--- src/rtl/reset_sequencer.sv ---
// Staged per-domain reset release with soft-reset teardown handshake and divided clock enable.
// Optional watchdog forcing a teardown from RUN is built when RSTSEQ_WDT_EN is defined.
module reset_sequencer #(
    parameter int unsigned NUM_STAGES  = 4,
    parameter int unsigned HOLD_CYCLES = 16,
    parameter int unsigned SLOW        = 0,
    parameter int unsigned WDT_WIDTH   = 20
) (
    input  logic                  clk,
    input  logic                  resetn,
    input  logic                  soft_rst_req,
    output logic                  soft_rst_ack,
    output logic [NUM_STAGES-1:0] stage_resetn,
    output logic                  seq_done,
    output logic                  clk_en,
    input  logic                  wdt_kick,
    output logic                  wdt_fired
);

    localparam int unsigned CNT_W = (HOLD_CYCLES > 2) ? $clog2(HOLD_CYCLES) : 1;
    localparam int unsigned IDX_W = (NUM_STAGES > 1) ? $clog2(NUM_STAGES) : 1;

    typedef enum logic [1:0] {
        HOLD  = 2'd0,
        RUN   = 2'd1,
        DRAIN = 2'd2
    } state_t;

    state_t                 state;
    state_t                 state_d;
    logic [CNT_W-1:0]       hold_cnt;
    logic [CNT_W-1:0]       hold_cnt_d;
    logic [IDX_W-1:0]       stage_idx;
    logic [IDX_W-1:0]       stage_idx_d;
    logic [NUM_STAGES-1:0]  stage_resetn_d;
    logic                   seq_done_d;
    logic                   soft_rst_ack_d;
    logic                   wdt_fired_d;
    logic                   sw_drain;
    logic                   sw_drain_d;
    logic                   expire_c;

`ifdef RSTSEQ_WDT_EN
    logic [WDT_WIDTH-1:0] wdt_cnt;
    logic [WDT_WIDTH-1:0] wdt_cnt_d;

    // Counts RUN cycles since the last kick; leaving RUN clears it.
    always_comb begin
        wdt_cnt_d = '0;
        if (state == RUN && !wdt_kick) begin
            wdt_cnt_d = wdt_cnt + WDT_WIDTH'(1);
        end
    end

    assign expire_c = (state == RUN) && !wdt_kick && (&wdt_cnt);

    always_ff @(posedge clk or negedge resetn) begin
        if (!resetn) begin
            wdt_cnt <= '0;
        end else begin
            wdt_cnt <= wdt_cnt_d;
        end
    end
`else
    logic unused_wdt;

    assign expire_c   = 1'b0;
    assign unused_wdt = ^{wdt_kick, 1'(WDT_WIDTH)};
`endif

    // State and registered outputs.
    always_ff @(posedge clk or negedge resetn) begin
        if (!resetn) begin
            state        <= HOLD;
            hold_cnt     <= '0;
            stage_idx    <= '0;
            stage_resetn <= '0;
            seq_done     <= 1'b0;
            soft_rst_ack <= 1'b0;
            wdt_fired    <= 1'b0;
            sw_drain     <= 1'b0;
        end else begin
            state        <= state_d;
            hold_cnt     <= hold_cnt_d;
            stage_idx    <= stage_idx_d;
            stage_resetn <= stage_resetn_d;
            seq_done     <= seq_done_d;
            soft_rst_ack <= soft_rst_ack_d;
            wdt_fired    <= wdt_fired_d;
            sw_drain     <= sw_drain_d;
        end
    end

    // stage_idx walks up during release and is left on the top stage so that
    // RUN and DRAIN share one teardown step, clearing bit stage_idx each edge.
    always_comb begin
        state_d        = state;
        hold_cnt_d     = hold_cnt;
        stage_idx_d    = stage_idx;
        stage_resetn_d = stage_resetn;
        sw_drain_d     = sw_drain;
        soft_rst_ack_d = 1'b0;
        wdt_fired_d    = 1'b0;

        case (state)
            HOLD: begin
                if (hold_cnt == CNT_W'(HOLD_CYCLES - 1)) begin
                    hold_cnt_d     = '0;
                    stage_resetn_d = stage_resetn | (NUM_STAGES'(1) << stage_idx);
                    if (stage_idx == IDX_W'(NUM_STAGES - 1)) begin
                        state_d = RUN;
                    end else begin
                        stage_idx_d = stage_idx + IDX_W'(1);
                    end
                end else begin
                    hold_cnt_d = hold_cnt + CNT_W'(1);
                end
            end

            RUN: begin
                if (soft_rst_req || expire_c) begin
                    sw_drain_d     = soft_rst_req;
                    wdt_fired_d    = !soft_rst_req;
                    stage_resetn_d = stage_resetn & ~(NUM_STAGES'(1) << stage_idx);
                    if (stage_idx == '0) begin
                        state_d        = HOLD;
                        hold_cnt_d     = '0;
                        soft_rst_ack_d = soft_rst_req;
                    end else begin
                        state_d     = DRAIN;
                        stage_idx_d = stage_idx - IDX_W'(1);
                    end
                end
            end

            DRAIN: begin
                stage_resetn_d = stage_resetn & ~(NUM_STAGES'(1) << stage_idx);
                if (stage_idx == '0) begin
                    state_d        = HOLD;
                    hold_cnt_d     = '0;
                    soft_rst_ack_d = sw_drain;
                end else begin
                    stage_idx_d = stage_idx - IDX_W'(1);
                end
            end

            default: begin
                state_d        = HOLD;
                hold_cnt_d     = '0;
                stage_idx_d    = '0;
                stage_resetn_d = '0;
            end
        endcase

        seq_done_d = (state_d == RUN);
    end

    // clk_en is high during the cycle in which the divider sits at all ones.
    if (SLOW > 0) begin : g_div
        logic [SLOW-1:0] div_cnt;
        logic [SLOW-1:0] div_nxt_c;

        assign div_nxt_c = div_cnt + SLOW'(1);

        always_ff @(posedge clk or negedge resetn) begin
            if (!resetn) begin
                div_cnt <= '0;
                clk_en  <= 1'b0;
            end else begin
                div_cnt <= div_nxt_c;
                clk_en  <= &div_nxt_c;
            end
        end
    end else begin : g_nodiv
        always_ff @(posedge clk or negedge resetn) begin
            if (!resetn) begin
                clk_en <= 1'b0;
            end else begin
                clk_en <= 1'b1;
            end
        end
    end

endmodule
--- config.mk ---
export PLATFORM = sky130hd
export DESIGN_NAME = reset_sequencer
export DESIGN_NICKNAME = d
export VERILOG_FILES = /design/src/rtl/reset_sequencer.sv
export SDC_FILE = /design/constraint.sdc
export NUM_CORES = 1
export LEC_CHECK = 0
export BUFFER_PORTS_ARGS = -buffer_cell sky130_fd_sc_hd__buf_2
export CAP_MARGIN = 20
export CELL_PAD_IN_SITES_DETAIL_PLACEMENT = 0
export CELL_PAD_IN_SITES_GLOBAL_PLACEMENT = 1
export CORE_AREA = 2 2 52 54
export CTS_CLUSTER_SIZE = 14
export DETAILED_ROUTE_END_ITERATION = 8
export DIE_AREA = 0 0 54 56
export PLACE_DENSITY = 0.72
export SLEW_MARGIN = 20
export SYNTH_ARGS = -nofsm -noshare
export SYNTH_HDL_FRONTEND = slang
export SYNTH_SLANG_ARGS = --single-unit
--- constraint.sdc ---
create_clock -name clk -period 1.95 [get_ports clk]
set_input_delay 0.39 -clock clk [delete_from_list [all_inputs] [get_ports clk]]
set_output_delay 0.39 -clock clk [all_outputs]
set_load 0.01 [all_outputs]
==> results.yml <==
status:
  status: "finished with violations"
  violations: "hold timing"
routing:
  via_per_inst: 5.38
  ant_nets: 0
  wl_per_cell_um: 13.4
  first_pass_iters: 4
  wl_mm: 1.86
  drt_iter0_drc: 8
  vias: 748
  drc: 0
synthesis:
  synth_async_sr_flop_share_pct: 100
  syn_inst: 97
  yosys.cell_types.count: 37
  synth_edf_count: 0
  synth_warnings: 0
  syn-num-nets: 107
  synth-seq-area-share_pct: 42.8
  synth-main-ff-cell: "dfrtp_1"
  synth.ff_latch_count: 16
  avgSynthCellArea_um2: 9.65
  syn-cell-area_um2: 936
final_layout:
  final_cell_mix: "16 x dfrtp_1, 13 x nand2_1, 9 x buf_2, 7 x o21ai_0, 6 x ha_1"
  final_cell_area_um2: 1050
  regArea_um2: 400
  areaGrowthSynthToFinish_pct: 12.3
  drive_gt1_share_pct: 20.2
  multi_input_area_um2: 498
  final_common_cell: "dfrtp_1"
  antenna_cells: 0
  nFillCells: 261
  final_nets: 120
place:
  io_buffers: 9
  dp_hpwl_mm: 1.35
  gp_congestion: 0.783
  placedInstanceArea_um2: 1010
setup_path:
  reg2reg_depth: 6
  timing.critical_path.from: "state[0]"
  critPathKind: "reg -> reg"
  worstSetupEndpointType: "flop"
  cp_max_fo: 6
  r2r-start: "state[0]"
  required_ps: 2150
  arrival_ps: 1960
  cp-start-kind: "flop"
grt:
  grt_max_degree: 17
  groute.usage.overall_pct: 14.9
  grt_pass1_vias: 714
  gr-total-overflow: 0
  grt_pass1_wl_mm: 3.32
  antenna_found_initial: 0
floorplan:
  row_count: 18
  die_h_um: 56
  start_util_pct: 38.5
  die_area_um2: 3020
  io_pins: 12
  dieWidth_um: 54
  core_area_um2: 2430
cts:
  cts_sinks: 16
  cts_root_buffer: "clkbuf_4"
  cts_max_path_buffers: 2
  cts_tree: "built"
  ctsHoldBuffers: 0
  clk-insertion-delay-late_ps: 290
  cts-resized-gates: 0
  cts_setup_buffers: 0
  clk_pin_slew_ps: 100
  numCtsBuffers: 3
  htree_levels: 1
min_path:
  hp-class: "in -> async"
sta:
  fin_worst_skew_ps: 1.19
  hold_slack_ps: -2.95
  rsz0062_at_grt: "no"
  final_max_slew_viol_count: 0
  fmax_mhz: 569
  final_hold_viol_count: 10
  final.min_clock_period_ps: 1760
  finalCritPeriodShare_pct: 90.1
  tns_ps: 0
  finalSetupViolCount: 0
pwr:
  total_leakage_power_uw: 0.000487
  ir_drop_v: 0.000665
  powerDensity_nw_per_um2: 1290
run:
  cap_violations: 0
## metrics by stage
| stage | hold WS (ps) | power, uW | cells | worst slack (ps) | utilization (%) |
|---|---|---|---|---|---|
| 6_report | -2.95 | 1350 | 139 | 193 | 43.2 |
| 5_1_grt | 0.706 | 1500 | 139 | 60.9 | 43.2 |
| 4_1_cts | 1.23 | 1370 | 139 | 179 | 43.2 |
| 3_5_place_dp | 337 | 1140 | 135 | 207 | 41.7 |
| 3_3_place_gp | 327 | 1130 | 135 | 270 | 41.7 |
| 2_1_floorplan | 94.4 | 997 | 97 | 420 | - |
## logic make-up after synthesis
family | share of synthesized area [%]
buf+inv | 4.01
other cells | 0.802
flops | 42.8
simple gates | 16.0
compound gates | 26.3
fa+ha+maj | 8.02
mux | 1.07
xor+xnor | 0.936
## final cells by class
class	instances	area share (%)
clock buffers	4	3.45
flip-flops and latches	16	38.1
repair buffers	11	5.71
inverters	5	1.79
well taps	30	3.57
multi-input cells	73	47.4
## synth_stat cells (all sizes together) (2+ instances only)
cell type	count	area, um2
and3	3	25.0
buf	2	15.0
nand2b	2	15.0
inv	5	18.8
a22oi	4	30.0
a21o	3	22.5
and2	2	12.5
o22ai	2	18.8
nor2	4	15.0
nand2	13	48.8
o31ai	2	15.0
ha	6	75.1
nand3	3	15.0
dfrtp	16	400
a21oi	3	15.0
o21ai	11	66.3
conb	2	7.51
## path summary, 6_finish.rpt
kind,to,slack [ps]
max reg2reg,hold_cnt[3],190
min reg2reg,sw_drain,470
min in group clk,sw_drain,360
min,hold_cnt[3],-3
max,hold_cnt[3],190
max in group asynchronous,clk_en,1690
## critical path, stage by stage, from the launching register on
cell	delay, ps
dfrtp_1	450
inv_1	110
ha_1	400
o21ai_1	160
and2_1	210
nand2_1	90
o31ai_1	240
## registers in the layout, summed over array words and instances, names as in the netlist
register / cells
hold_cnt: 4
stage_idx: 2
clk_en: 1
seq_done: 1
state: 2
sw_drain: 1
stage_resetn: 4
soft_rst_ack: 1
## power by group
part | total, uW | leakage (uW) | switching [uW] | internal, uW
sequential | 543 | 0.000189 | 119 | 425
combinational | 586 | 0.000277 | 320 | 266
clock | 225 | 0.0000210 | 111 | 114
total | 1350 | 0.000487 | 550 | 804
## routing by layer
metal,GRT usage [%],part of all wire (%),vias to the layer above
li1,-,-,373
met1,20.9,49,361
met2,20.9,46,12
met3,5.65,3.9,2
met4,4.29,0.81,0
met5,0,0,-
Note: power is estimated with default switching activity, not from simulation.
